--- config.mk ---
export PLATFORM = sky130hd
export DESIGN_NAME = sc_timing_monitor
export DESIGN_NICKNAME = d
export VERILOG_FILES = /design/src/rtl/sc_mon_pkg.sv /design/src/rtl/finish_latch.sv /design/src/rtl/sc_timing_monitor.sv
export SDC_FILE = /design/constraint.sdc
export NUM_CORES = 1
export LEC_CHECK = 0
export CAP_MARGIN = 20
export CORE_ASPECT_RATIO = 2
export CORE_MARGIN = 2
export CORE_UTILIZATION = 45
export CTS_CLUSTER_DIAMETER = 120
export DETAILED_ROUTE_END_ITERATION = 7
export GPL_TIMING_DRIVEN = 0
export PLACE_DENSITY = 0.7
export REMOVE_ABC_BUFFERS = 1
export SETUP_SLACK_MARGIN = 0.5
export SYNTH_ARGS = -nofsm -noshare
export SYNTH_HDL_FRONTEND = slang
export SYNTH_SLANG_ARGS = --single-unit
--- constraint.sdc ---
create_clock -name clk -period 3.5 [get_ports clk]
set_input_delay 0.7 -clock clk [delete_from_list [all_inputs] [get_ports clk]]
set_output_delay 0.7 -clock clk [all_outputs]
set_load 0.01 [all_outputs]
--- src/rtl/sc_mon_pkg.sv ---
// ---------------------------------------------------------------------------
// sc_mon_pkg
// Shared types and defaults for the self-composition timing monitor.
//   mon_state_t : monitor FSM states (IDLE, RUN, DONE)
//   CNT_W       : default latency counter width
//   MAX_CYCLES  : default timeout bound in cycles after start
//   absdiff     : unsigned absolute difference of two values
// ---------------------------------------------------------------------------
package sc_mon_pkg;

  typedef enum logic [1:0] {IDLE, RUN, DONE} mon_state_t;

  localparam int CNT_W      = 16;
  localparam int MAX_CYCLES = 16'hFFF0;

  // Operands are widened to 32 bits so callers with any CNT_W up to 32 can
  // reuse the function and truncate the result to their own width.
  function automatic logic [31:0] absdiff(input logic [31:0] a, input logic [31:0] b);
    return (a >= b) ? (a - b) : (b - a);
  endfunction

endpackage

--- src/rtl/finish_latch.sv ---
// ---------------------------------------------------------------------------
// finish_latch
// Captures the first rising of one RSA copy's finish level during a run.
// Holds the capture flag, the latency and the decrypted result.
// Ports:
//   clk, rst        : clock, synchronous active-high reset
//   clear           : start of a new run, drops any previous capture
//   en              : capture window open (monitor is in RUN)
//   finish          : completion level from the RSA copy
//   cnt             : monitor cycle counter value before this edge
//   data            : decrypted result from the RSA copy
//   got             : a finish has been captured this run
//   cycles          : latched latency (cnt + 1 at the capture edge)
//   result          : latched decrypted result
// ---------------------------------------------------------------------------
module finish_latch #(
  parameter int CNT_W = 16,
  parameter int DW    = 16
) (
  input  logic             clk,
  input  logic             rst,
  input  logic             clear,
  input  logic             en,
  input  logic             finish,
  input  logic [CNT_W-1:0] cnt,
  input  logic [DW-1:0]    data,
  output logic             got,
  output logic [CNT_W-1:0] cycles,
  output logic [DW-1:0]    result
);

  // Only the first edge of a finish level counts; the level may stay high
  // for the rest of the run and must not overwrite the latency.
  always_ff @(posedge clk) begin
    if (rst || clear) begin
      got    <= 1'b0;
      cycles <= '0;
      result <= '0;
    end else if (en && finish && !got) begin
      got    <= 1'b1;
      cycles <= cnt + CNT_W'(1);
      result <= data;
    end
  end

endmodule

--- src/rtl/sc_timing_monitor.sv ---
// ---------------------------------------------------------------------------
// sc_timing_monitor
// Verdict stage of the two-copy RSA timing experiment. Measures each copy's
// latency from KeyGenStart and flags a timing leak when they differ; runs
// with a violated prime assumption are reported as vacuous.
// Ports:
//   clk, rst                     : clock, synchronous active-high reset
//   KeyGenStart                  : run start shared with both RSA copies
//   assume_ok[3:0]               : AssumePrime bits {q_2, p_2, q_1, p_1}
//   finish_1, finish_2           : completion levels of the two copies
//   m_decrypted_1, m_decrypted_2 : decrypted results of the two copies
//   busy                         : run in progress
//   done                         : one-cycle verdict pulse
//   cycles_1, cycles_2           : latched latencies
//   delta                        : |cycles_1 - cycles_2|
//   run_leak                     : leak verdict of the last run
//   leak                         : sticky OR of run_leak since reset
//   timeout                      : last run hit MAX_CYCLES
//   vacuous                      : last run had an assumption violated
//   data_mismatch                : results of the last run differ
// ---------------------------------------------------------------------------
module sc_timing_monitor #(
  parameter int WIDTH      = 8,
  parameter int CNT_W      = sc_mon_pkg::CNT_W,
  parameter int MAX_CYCLES = sc_mon_pkg::MAX_CYCLES
) (
  input  logic               clk,
  input  logic               rst,
  input  logic               KeyGenStart,
  input  logic [3:0]         assume_ok,
  input  logic               finish_1,
  input  logic               finish_2,
  input  logic [2*WIDTH-1:0] m_decrypted_1,
  input  logic [2*WIDTH-1:0] m_decrypted_2,
  output logic               busy,
  output logic               done,
  output logic [CNT_W-1:0]   cycles_1,
  output logic [CNT_W-1:0]   cycles_2,
  output logic [CNT_W-1:0]   delta,
  output logic               run_leak,
  output logic               leak,
  output logic               timeout,
  output logic               vacuous,
  output logic               data_mismatch
);

  import sc_mon_pkg::*;

  localparam logic [CNT_W-1:0] MAX_C = CNT_W'(MAX_CYCLES);

  mon_state_t         state_q, state_d;
  logic [CNT_W-1:0]   cnt_q, cnt_inc;
  logic               vac_q, timeout_q, verdict_q, done_q, leak_q;
  logic               in_run, start_run, hit_max, both_next, run_exit;
  logic               got_1, got_2, run_leak_raw;
  logic [2*WIDTH-1:0] res_1, res_2;

  assign in_run    = (state_q == RUN);
  assign start_run = KeyGenStart && !in_run;
  assign cnt_inc   = cnt_q + CNT_W'(1);
  assign hit_max   = in_run && (cnt_inc == MAX_C);

  // Looks ahead at this edge's captures so the run can end on the very
  // cycle the second copy finishes.
  assign both_next = (got_1 || finish_1) && (got_2 || finish_2);
  assign run_exit  = in_run && (both_next || hit_max);

  finish_latch #(.CNT_W(CNT_W), .DW(2*WIDTH)) u_latch_1 (
    .clk    (clk),
    .rst    (rst),
    .clear  (start_run),
    .en     (in_run),
    .finish (finish_1),
    .cnt    (cnt_q),
    .data   (m_decrypted_1),
    .got    (got_1),
    .cycles (cycles_1),
    .result (res_1)
  );

  finish_latch #(.CNT_W(CNT_W), .DW(2*WIDTH)) u_latch_2 (
    .clk    (clk),
    .rst    (rst),
    .clear  (start_run),
    .en     (in_run),
    .finish (finish_2),
    .cnt    (cnt_q),
    .data   (m_decrypted_2),
    .got    (got_2),
    .cycles (cycles_2),
    .result (res_2)
  );

  // Next-state logic: a start is honoured from IDLE or DONE, never in RUN.
  always_comb begin
    state_d = state_q;
    case (state_q)
      IDLE:    if (KeyGenStart) state_d = RUN;
      RUN:     if (run_exit)    state_d = DONE;
      DONE:    if (KeyGenStart) state_d = RUN;
      default: state_d = IDLE;
    endcase
  end

  // State register, saturating counter and per-run flags. verdict_q marks
  // that the latched values describe a finished run and may be reported.
  always_ff @(posedge clk) begin
    if (rst) begin
      state_q   <= IDLE;
      cnt_q     <= '0;
      vac_q     <= 1'b0;
      timeout_q <= 1'b0;
      verdict_q <= 1'b0;
      done_q    <= 1'b0;
      leak_q    <= 1'b0;
    end else begin
      state_q <= state_d;
      done_q  <= run_exit;
      if (state_q == DONE) leak_q <= leak_q | run_leak;
      if (start_run) begin
        cnt_q     <= '0;
        vac_q     <= ~&assume_ok;
        timeout_q <= 1'b0;
        verdict_q <= 1'b0;
      end else if (in_run) begin
        if (cnt_q != '1) cnt_q <= cnt_inc;
        if (!(&assume_ok)) vac_q <= 1'b1;
        if (run_exit) begin
          verdict_q <= 1'b1;
          timeout_q <= hit_max;
        end
      end
    end
  end

  // Verdict outputs are derived from latched state and only shown once the
  // run has ended; the latches are frozen in DONE so the values hold.
  // An absent copy has cycles = 0, so delta naturally counts it as 0.
  assign run_leak_raw  = !vac_q && ((got_1 != got_2) || (cycles_1 != cycles_2));
  assign run_leak      = verdict_q && run_leak_raw;
  assign leak          = leak_q || run_leak;
  assign busy          = in_run;
  assign done          = done_q;
  assign timeout       = verdict_q && timeout_q;
  assign vacuous       = verdict_q && vac_q;
  assign data_mismatch = verdict_q && got_1 && got_2 && !vac_q && (res_1 != res_2);
  assign delta         = verdict_q ? CNT_W'(absdiff(32'(cycles_1), 32'(cycles_2))) : '0;

endmodule

* Yosys cells after proc, flatten, opt, wreduce, memory -nomap -nowiden *
Index checks and enable logic that the tools add are counted.

storage, ports and cells
  flip-flop bits (word level) = 89
  bits in latches = 0
  memory bits (writable) = 0
  ROM bits = 0
  bits of input ports = 41
  output and inout port bits = 55
  word-level logic and storage cells = 72
  memories = 0

operators by class
  add/subtract/negate cells = 3
  $mul = 0
  div/mod/pow operators = 0
  order comparisons = 1
  equality and inequality tests = 10
  shift operators = 0
  mux-type cells = 8
  bitwise operators = 1
  reductions and logical operators = 36

operators with widths
  operator                                        number
  2-to-1 mux 16 bit                               2
  != test 16 bit                                  2
  subtractor 16 bit                               2
  adder 16 x 1 -> 16 bit (second input constant)  1
  == test 16 bit (second input constant)          1
  greater-or-equal comparator 16 bit              1
  logical AND 1 bit                               16
  != test 16 bit (second input constant)          1
  AND reduction 2 bit                             4
  logical OR 1 bit                                6
  != test 2 x 1 -> 1 bit (second input constant)  3
  logical NOT 1 bit                               5
  2-to-1 mux 2 bit                                2
  one-hot mux 2 bit (2 select lines)              1
  AND reduction 4 bit                             1
  OR reduction 2 bit                              2
  2-to-1 mux 1 bit                                3
  == test 2 x 1 -> 1 bit (second input constant)  1
  == test 2 bit (second input constant)           1
  logical NOT 2 bit                               1
  nonzero test 2 bit                              1
  != test 1 bit                                   1
  OR 1 bit                                        1

* Logic depth before layout (Yosys ltp) *
Gate-level depths: netlist of the first run.

  depth in word-level cells = 7
  depth in mapped cells = 12
  depth with buffers taken out = 11

* By module *
Synthesis of the first run repeated with hierarchy kept, for this count alone.

second synthesis, totals
  cell total of the unflattened synthesis = 761
  area total of the unflattened synthesis = 5884.4 µm²

by module, submodules not included
  module             instances  cells an instance  area each (µm²)  seq. area each (µm²)
  sc_timing_monitor  1          415                3059.2           460.4
  finish_latch       2          173                1412.6           660.6

* Worst setup path before layout of the first run *
No wires, ideal clock.

  path kind = flip-flop to output port
  start point = register u_latch_1.cycles[5]
  end point = output delta[15]
  arrival time = 2.772 ns
  data required time = 2.800 ns
  slack = 0.028 ns
  stages on the path, launching flop included = 11
  path buffers = 2
  cells stage by stage = dfxtp_1 -> inv_1 -> ha_1 -> clkbuf_1 -> o211ai_1 -> o21a_1 -> o21a_1 -> o311ai_4 -> buf_2 -> mux2i_1 -> mux2i_1

on the way
  longest elaborated chain between the ends = 3
  elaborated cells between the ends (all ways) = 5
  classes of those cells = add/sub (2); order compare (1); mux (2)

RTL lines
  what                                                                            RTL line                  source
  from (decl)                                                                     finish_latch.sv:28        output logic [CNT_W-1:0] cycles,
  from (signal assigned)                                                          finish_latch.sv:41        cycles <= cnt + CNT_W'(1);
  subtractor 16 bit / greater-or-equal comparator 16 bit (equally long branches)  sc_mon_pkg.sv:19          return (a >= b) ? (a - b) : (b - a);
  2-to-1 mux 16 bit (*)                                                           sc_mon_pkg.sv:19
  2-to-1 mux 16 bit (*)                                                           sc_timing_monitor.sv:147  assign delta = verdict_q ? CNT_W'(absdiff(32'(cycles_1), 32'(cycles_2))) : '0;
  to (decl)                                                                       sc_timing_monitor.sv:39   output logic [CNT_W-1:0] delta,

Mark *: on every way between the ends. The rest lies on a longest branch, timed or not.

* Worst setup path in the final report of the first run *
  start point = register u_latch_1.cycles[0]
  end point = output delta[9]

The elaborated chain is that of the path after synthesis.

==> results, run 1 <==
- 96 I/O pins were placed.
- The area of the die is around 13000 um2.
- The portion of total power attributed to sequential cells is 0.346.
- The run finished, with violations left.
- For this run, the leading register cell type out of synthesis is sky130_fd_sc_hd__dfxtp_1.
- Along the worst hold path, the cell count comes to 2.
- The mapped netlist covers around 5300 um2.
- The cell count after synthesis is a little under 700.
- The width of the chip is between 80 and 90 um.
- The height of the die is roughly 160 um.
- The worst hold path begins at u_latch_2.result[3]$_SDFFE_PP0P_.
- The final standard cell utilization of the core is 0.6370.
- The maximum count of clock buffers along a single path is 2.
- The CTS clock-pin slew for the worst setup and hold paths is 0.06 ns.
- The final layout contains routed wiring with a total length of around 15 mm.
- In the routed design, unresolved DRC markers number 0.
- In the final routed layout, each cell accounts on average for 16.04 um.
- The number of hold buffers added after cts is 0.
- The worst register-to-register path ends at verdict_q$_SDFFE_PP0P_.
- The total of endpoints with negative setup slack in the final report is 14.
- The checks that failed: negative setup slack.
- The sequential fraction of the synthesis area is 0.3363.
- After synthesis, the netlist uses 50 different library cells.
- Based on the critical path, the design can be clocked at up to 0.2682 GHz.
- The number of hold violations in the final report is 0.
- Entering global routing, the biggest net connects 85 pins.
- The share of total power consumed by net switching is 0.3022.
- The register-to-register setup slack is about 0.69 ns.
- VDD sags by at most ~0.34 mV.
- The number of antenna violations at the first check in global routing came to 0.
- The required time of the critical path is roughly 2.8 ns.
- Hold timing on the final database bottoms out at a slack of 0.4662 ns.
- The detailed-route vias per instance is around 5.5.
- The number of cells traversed by the worst register-to-register path is 8.
- In this run the power spent charging and discharging nets is 0.0009348 W.
- The worst-case hold path end point is u_latch_2.result[3]$_SDFFE_PP0P_.
- The CTS tree is built.
- The number of pins with negative max-slew slack in the final report was 0.
- For this run, the number of Yosys warnings is 0.
- The area overhead of the layout relative to synthesis is 39.87%.
- The net count of the finished layout is 879.
- The cell count after placement is 883.
- The share of the clock period used by the worst path after layout is 1.065.
- The internal power of the cells totals 0.002159 W.
- Counting I/O delays and the setup requirement, the final critical path takes roughly 3.7 ns.
- The total power consumption of the routed design is between 0.003 and 0.004 W.
- The post-detailed-placement half-perimeter wirelength is 10.51 mm.
- 0 antenna diodes ended up in the layout.
- Clock latency on the worst-skew pair, taken at its later pin, is between 0.3 and 0.4 ns.
- For this block, the initial DRC count from the detailed router was approximately 250.
- The total number of vias is 5225.
- The final critical-path setup slack is -0.2289 ns.
- The number of flip-flops and latches in the synthesized netlist is 89.
- The fraction of final layout cells with drive strength greater than 1 is 0.2077.
- In this run the tool buffered the top-level ports with 95 buffer cells.
- STA classifies the critical path startpoint as a register.
- The total overflow left after global routing is 0.
- The leakage power figure is around 2.8 nW.
- The number of enable flip-flop cells after synthesis is 0.
- Of the total power, combinational logic draws 0.370.
- The max-cap violation count is 0.
- The row count is between 50 and 60.
- The clock network power share is 0.284.
- The kind of critical path is reg2out.
- For this configuration, the core starts out at a cell density of 0.4555.
- The number of iterations in the first detailed-routing pass is 5.
- The H-tree was split into 3 levels.
- For this run, the number of standard cells in the final layout without fillers is about 950.
- The total global-route track usage is 0.2387.
- After floorplanning, the core was sized to cover 11630 um2.
- The share of flip-flops with an asynchronous set or reset after synthesis is 0.
- In this run, CTS created clock tree buffers numbering 9.
- The ratio of total power to cell area is 417.5 nW/um2.
- The total clock sinks is roughly 90.
- In this run the critical register-to-register path is launched from cnt_q[0]$_SDFFE_PP0P_.
- The synthesized area per cell is between 7 and 8 um2.
- Once detail routing completed, the nets flagged for antenna violations numbered 0.
- The endpoint type of the worst setup path is an output pin.
- The clock arrives with ~0.0040 ns of skew.
- The top fanout value on the critical path is 3.
- Setup total negative slack on the finished layout was measured at -2.199 ns.
- Setup repair after global routing could not meet its margin everywhere.
- At the end of routability-driven placement, the weighted congestion stood at ~0.9.
- The first global-routing pass estimated 23.53 mm of wire.
- The critical path arrival is 3.03 ns.
- The tightest slew margin relative to the limit is 0.4125.
- The min-delay analysis places its worst path in the category reg2reg.
- The number of global-route vias before repair is 5023.
- For the pin with the worst max-slew slack, the measured transition is between 0.8 and 0.9 ns.
- The cell sitting at the root of the clock tree is a sky130_fd_sc_hd__clkbuf_16.
routing by layer:
layer | share of wire | global-route usage | vias up
met5 | 0 | 0 | -
met4 | 0.053 | 0.1332 | 0
met3 | 0.033 | 0.03039 | 48
met2 | 0.57 | 0.4762 | 147
met1 | 0.35 | 0.2208 | 2467
li1 | - | - | 2563
cells in the mapped netlist (5+ instances only):
cell	number	area [um2]
sky130_fd_sc_hd__nand2_1	104	390.4
sky130_fd_sc_hd__dfxtp_1	89	1782
sky130_fd_sc_hd__a21oi_1	74	370.4
sky130_fd_sc_hd__nor2_1	71	266.5
sky130_fd_sc_hd__inv_1	39	146.4
sky130_fd_sc_hd__a211oi_1	36	270.3
sky130_fd_sc_hd__clkbuf_1	32	120.1
sky130_fd_sc_hd__ha_1	32	400.4
sky130_fd_sc_hd__xnor2_1	29	254.0
sky130_fd_sc_hd__xor2_1	22	192.7
sky130_fd_sc_hd__a21o_1	16	120.1
sky130_fd_sc_hd__mux2i_1	16	160.2
sky130_fd_sc_hd__nand3_1	14	70.07
sky130_fd_sc_hd__o21ai_0	13	65.06
sky130_fd_sc_hd__nand4_1	11	68.82
sky130_fd_sc_hd__nand2b_1	7	43.79
sky130_fd_sc_hd__and2_1	6	37.54
sky130_fd_sc_hd__a31oi_1	5	31.28
sky130_fd_sc_hd__and3_1	5	31.28
sky130_fd_sc_hd__buf_2	5	25.02
sky130_fd_sc_hd__nor2b_1	5	31.28
cell type report:
type,count,area [um2]
Clock buffer,13,260.3
Clock inverter,3,15.01
Fill cell,1035,4222
Inverter,40,158.9
Multi-Input combinational cell,512,3588
Sequential cell,89,1813
Tap cell,145,181.4
Timing Repair Buffer,152,1393
power by group through the flow:
stage,clock network [W],registers [W],logic [W]
2_1_floorplan,0,0.00109,0.000482
3_3_place_gp,0,0.00109,0.000688
3_5_place_dp,0,0.00109,0.000703
4_1_cts,0.000893,0.00107,0.00102
5_1_grt,0.000938,0.00107,0.00122
6_report,0.000879,0.00107,0.00115
cells by family (layout without fill, tap and decap cells):
kind of cell    count (synthesis)  after routing  synth area share
compound gates                167            168            0.1993
xor+xnor                       51             51           0.08432
fa+ha+maj                      34             34           0.08314
buf+inv                        80            208           0.05928
flops                          89             89            0.3363
mux                            16             16           0.03023
simple gates                  243            243            0.2074
worst max-delay path by stage:
stage                                                  from        end  slack [ns]
after floorplan            u_latch_1.cycles[0]$_SDFFE_PP0P_  delta[12]        0.09
after global placement    u_latch_1.cycles[10]$_SDFFE_PP0P_  delta[14]       -1.15
after detailed placement  u_latch_1.cycles[11]$_SDFFE_PP0P_  delta[14]       -1.18
after CTS                  u_latch_1.cycles[0]$_SDFFE_PP0P_   delta[9]       -0.14
after global routing       u_latch_1.cycles[0]$_SDFFE_PP0P_   delta[9]       -0.33
final                      u_latch_1.cycles[0]$_SDFFE_PP0P_   delta[9]       -0.23
worst max-delay path, stage by stage (launching register included):
cell and delay, ns:
sky130_fd_sc_hd__dfxtp_2 0.33, sky130_fd_sc_hd__inv_2 0.04, sky130_fd_sc_hd__ha_4 0.15, sky130_fd_sc_hd__inv_4 0.06
sky130_fd_sc_hd__fa_2 0.23, sky130_fd_sc_hd__a211oi_2 0.07, sky130_fd_sc_hd__o21a_1 0.24, sky130_fd_sc_hd__o21a_4 0.22
sky130_fd_sc_hd__o311ai_4 0.42, sky130_fd_sc_hd__buf_6 0.17, sky130_fd_sc_hd__buf_6 0.08, sky130_fd_sc_hd__buf_6 0.08
sky130_fd_sc_hd__mux2i_2 0.20, sky130_fd_sc_hd__xnor2_1 0.09, sky130_fd_sc_hd__nor2_1 0.14, sky130_fd_sc_hd__buf_2 0.16
flip-flops by register name, summed over array words and instances (netlist names):
name	count
verdict_q	1
u_latch_2.got	1
done	1
state_q	2
u_latch_2.cycles	16
timeout_q	1
vac_q	1
u_latch_1.result	16
leak_q	1
cnt_q	16
u_latch_1.got	1
u_latch_1.cycles	16
u_latch_2.result	16
what timing repair did:
action | CTS | global route
buffers inserted | 37 | 17
cloned | 1 | 0
pin swaps | 30 | 17
setup endpoints to repair | 17 | 20
gates resized for setup | 147 | 34
per-stage QoR:
stage               area (um2)  setup WS [ns]
detailed placement        6336         -1.177
CTS                       7191        -0.1396
finish                    7410        -0.2289
global placement          6266         -1.146
global route              7410        -0.3328
floorplan                 5134        0.09044
cells in the final DEF (no fill, tap or decap), types with 7 or more instances in the layout:
cell type	netlist	final
sky130_fd_sc_hd__dfxtp_1	89	76
sky130_fd_sc_hd__xor2_1	22	22
sky130_fd_sc_hd__clkbuf_16	0	9
sky130_fd_sc_hd__xnor2_1	29	29
sky130_fd_sc_hd__buf_4	2	37
sky130_fd_sc_hd__nor2_1	71	69
sky130_fd_sc_hd__nand3_1	14	11
sky130_fd_sc_hd__dfxtp_2	0	7
sky130_fd_sc_hd__a21o_1	16	16
sky130_fd_sc_hd__nand2_1	104	103
sky130_fd_sc_hd__inv_1	39	32
sky130_fd_sc_hd__ha_4	0	12
sky130_fd_sc_hd__mux2i_1	16	12
sky130_fd_sc_hd__nand4_1	11	11
sky130_fd_sc_hd__a211oi_1	36	32
sky130_fd_sc_hd__o21ai_0	13	9
sky130_fd_sc_hd__a21oi_1	74	70
sky130_fd_sc_hd__clkdlybuf4s50_1	0	78
sky130_fd_sc_hd__ha_1	32	17
sky130_fd_sc_hd__buf_2	5	15
sky130_fd_sc_hd__buf_6	0	19
(Power assumes the default switching activity.)
==> run 2, diff against run 1 <==
--- a/config.mk
+++ b/config.mk
@@ -9,7 +9,7 @@
 export CORE_ASPECT_RATIO = 2
 export CORE_MARGIN = 2
 export CORE_UTILIZATION = 45
-export CTS_CLUSTER_DIAMETER = 120
+export CTS_CLUSTER_DIAMETER = 30
 export DETAILED_ROUTE_END_ITERATION = 7
 export GPL_TIMING_DRIVEN = 0
 export PLACE_DENSITY = 0.7
==> results of run 2 <==
Final layout, timing and power as in run 1 (identical DEF).
==> run 3, diff against run 2 <==
--- a/config.mk
+++ b/config.mk
@@ -8,11 +8,11 @@
 export CAP_MARGIN = 20
 export CORE_ASPECT_RATIO = 2
 export CORE_MARGIN = 2
-export CORE_UTILIZATION = 45
+export CORE_UTILIZATION = 40
 export CTS_CLUSTER_DIAMETER = 30
 export DETAILED_ROUTE_END_ITERATION = 7
 export GPL_TIMING_DRIVEN = 0
-export PLACE_DENSITY = 0.7
+export PLACE_DENSITY = 0.74
 export REMOVE_ABC_BUFFERS = 1
 export SETUP_SLACK_MARGIN = 0.5
 export SYNTH_ARGS = -nofsm -noshare
==> run 3 against run 2 <==
Effect of this change:
- the run still ends with negative setup slack left
- cell area up 0.73%
- sequential power about the same
- worst hold slack better by 0.0011 ns
- global-route usage down 3.1 points
- wire length down 2.4%
- via count down 2.2%
- critical path type unchanged
- largest cell class unchanged
==> results, run 3 (synthesized netlist as in run 1, its figures left out) <==
- The transition time at the pin with the least slew margin came to 0.8946 ns (+0.01336 ns).
- Setup repair after global routing could not meet its margin everywhere.
- The initial standard-cell utilization of the core is 0.4077 (-0.04772).
- The number of hold buffers added after cts is 0 (unchanged).
- The height of the die is 166.8 um (+5.9%).
- The type of origin of the critical path is a register.
- The tightest slew margin relative to the limit was 0.4036 (-0.008904).
- The number of global-route vias before repair is 4912 (-2.2%).
- The number of placed I/O pins is 96 (unchanged).
- The classification of the worst-slack hold path is reg2reg.
- The post-detailed-placement half-perimeter wirelength is 10.32 mm (-1.8%).
- The area overhead of the layout relative to synthesis is 40.88%.
- The quantity of I/O buffers inserted on ports is 95 (unchanged).
- The number of cells traversed by the worst hold path is 2 (unchanged).
- The floorplan core area was 12990 um2 (+12%).
- The number of antenna cells inserted was 0 (unchanged).
- The switching power of the nets is 0.0009616 W (+2.9%).
- The portion of total power attributed to sequential cells is 0.333 (-0.013).
- The largest voltage drop on the vdd net came to 0.3814 mV (+11%).
- The count of fill cells added during filler insertion is 1124 (+8.6%).
- The total clock sinks is 89 (unchanged).
- The most crowded layer after global routing is met2.
- The setup slack at placement is -1.004 ns (+0.1731 ns).
- The endpoint type of the worst setup path is an output pin.
- The kind of critical path is reg2out.
- The clock skew is 0.01305 ns (+0.008999 ns).
- The met1 demand-to-capacity share in global routing is 0.2072 (-0.01366).
- The width of the chip came to 85.38 um (+5.8%).
- The maximum clock frequency is 0.2730 GHz (+1.8%).
- The area of the die is 14240 um2 (+12%).
- The final sum of negative setup slack is -1.021 ns (+1.178 ns).
- The final reports fail on negative setup slack.
- The number of pins with negative max-slew slack in the final report is 0 (unchanged).
- The total number of vias is 5110 (-2.2%).
- The clock latency reported for the late side of the worst-skew pair came to 0.34 ns (about the same).
- The number of cells traversed by the worst register-to-register path is 8 (unchanged).
- The fraction of final layout cells with drive strength greater than 1 is 0.2148 (+0.007160).
- The final weighted congestion in routability-driven placement is 0.8947 (+0.80%).
- The CTS clock-pin slew for the worst setup and hold paths is 0.07 ns (about the same).
- The detailed-route vias per instance is 5.390 (-1.6%).
- The H-tree depth reported by CTS is 3 (unchanged).
- The number of antenna violations at the first check in global routing was 0 (unchanged).
- The max-cap violation count is 0 (unchanged).
- The cell-internal power is 0.002250 W (+4.2%).
- The ratio of total power to cell area is 430.4 nW/um2 (+3.1%).
- The maximum number of pins on one net before global-route repair is 85 (unchanged).
- The total wirelength of the detailed-routed design was 14.93 mm (-2.4%).
- The maximum count of clock buffers along a single path was 2 (unchanged).
- The share of total power in combinational logic is 0.343 (-0.027).
- The minimum clock period after layout was 3.664 ns (-0.06526 ns).
- The number of hold violations in the final report is 0 (unchanged).
- The total congestion overflow was 0 (unchanged).
- The required time of the critical path was 2.80 ns (about the same).
- The final critical-path setup slack is -0.1636 ns (+0.06526 ns).
- The mean routed wirelength per cell is 15.75 um (-1.8%).
- The critical path arrival is 2.96 ns (-0.07 ns).
- The root buffer cell chosen for the clock tree is sky130_fd_sc_hd__clkbuf_16.
- The share of total power consumed by net switching is 0.2994 (-0.002791).
- The top fanout value on the critical path is 2 (-1).
- The number of remaining DRC errors is 0 (unchanged).
- The clock network power share was 0.325 (+0.041).
- The fraction of met2 tracks used by global routing was 0.3893 (-0.08692).
- The met3 track utilization from global routing is 0.02973 (-0.0006575).
- The first-pass GRT wire length came to 23.54 mm (about the same).
- The final standard cell utilization of the core came to 0.5744 (-0.06261).
- The violation count after the first detailed-route iteration is 231 (-7.2%).
- The total global-route track usage is 0.2075 (-0.03119).
- The row count is 59 (+5.4%).
- The number of buffers created by CTS is 9 (unchanged).
- TritonCTS built the clock tree.
- The leakage power figure is 2.758 nW (-0.42%).
- The share of the clock period used by the worst path after layout is 1.047 (-0.01865).
- The remaining number of nets flagged by the antenna check after routing came to 0 (unchanged).
- The number of iterations in the first detailed-routing pass was 6 (+1).
- The total of endpoints with negative setup slack in the final report was 14 (unchanged).
- The flow ran to the end, but the final reports show violations.
- The final net count is 867 (-1.4%).
- Leaving out fill and tap cells, the most frequent cells in the layout are sky130_fd_sc_hd__nand2_1, sky130_fd_sc_hd__clkdlybuf4s50_1, sky130_fd_sc_hd__dfxtp_1.
- The library cell used most frequently in the layout, excluding fill and tap cells, is sky130_fd_sc_hd__nand2_1.
run 3: layout make-up:
class | instances | area [um2] | share of cell area
Clock buffer | 10 | 239.0 | 0.03202
Clock inverter | 5 | 86.33 | 0.01157
Inverter | 40 | 163.9 | 0.02196
Multi-Input combinational cell | 511 | 3640 | 0.4877
Sequential cell | 89 | 1819 | 0.2438
Tap cell | 152 | 190.2 | 0.02548
Timing Repair Buffer | 141 | 1325 | 0.1775
run 3: worst max-delay path, stage by stage (launching register included):
cell	delay, ns
sky130_fd_sc_hd__dfxtp_2	0.33
sky130_fd_sc_hd__inv_2	0.06
sky130_fd_sc_hd__ha_4	0.13
sky130_fd_sc_hd__inv_4	0.04
sky130_fd_sc_hd__fa_2	0.41
sky130_fd_sc_hd__a211oi_2	0.25
sky130_fd_sc_hd__o21a_1	0.21
sky130_fd_sc_hd__buf_4	0.13
sky130_fd_sc_hd__nor3_1	0.06
sky130_fd_sc_hd__o31ai_1	0.47
sky130_fd_sc_hd__a32oi_2	0.20
sky130_fd_sc_hd__mux2i_1	0.19
sky130_fd_sc_hd__buf_2	0.15
run 3: path summary, 6_finish.rpt:
check / startpoint / to / slack (ns)
hold / removal: u_latch_2.result[12]$_SDFFE_PP0P_ / u_latch_2.result[12]$_SDFFE_PP0P_ / 0.47
setup reg to reg: cnt_q[0]$_SDFFE_PP0P_ / verdict_q$_SDFFE_PP0P_ / 0.66
setup / recovery: u_latch_1.cycles[0]$_SDFFE_PP0P_ / delta[14] / -0.16
hold reg to reg: u_latch_2.result[12]$_SDFFE_PP0P_ / u_latch_2.result[12]$_SDFFE_PP0P_ / 0.47
run 3: per-layer routing:
layer	up-vias	wire length (um)
met5	-	0
met1	2379	5346
met2	137	8468
met4	0	679
li1	2547	-
met3	47	433
run 3: what timing repair did:
action	in CTS	in global routing
setup buffers	25	17
gates cloned	1	0
pin swaps	28	28
resized for setup	155	35
endpoints found under the hold margin	0	0
endpoints found under the setup margin	17	21
run 3: power groups by stage:
| stage | logic, W | registers [W] | clock network, W |
|---|---|---|---|
| floorplan | 0.000482 | 0.00109 | 0 |
| global route | 0.00117 | 0.00107 | 0.00111 |
| finish | 0.00110 | 0.00107 | 0.00104 |
| CTS | 0.000984 | 0.00107 | 0.00107 |
| global placement | 0.000695 | 0.00109 | 0 |
| detailed placement | 0.000707 | 0.00109 | 0 |
run 3: per-stage QoR:
step                      instance area, um2  total power, W  std cells  hold WS, ns
final                                   7463        0.003212        948       0.4673
after floorplan                         5134        0.001572        640       0.4293
after global placement                  6275        0.001785        887       0.4432
after CTS                               7236        0.003120        931       0.4654
after detailed placement                6356        0.001799        890       0.4514
after global routing                    7463        0.003352        948       0.4867
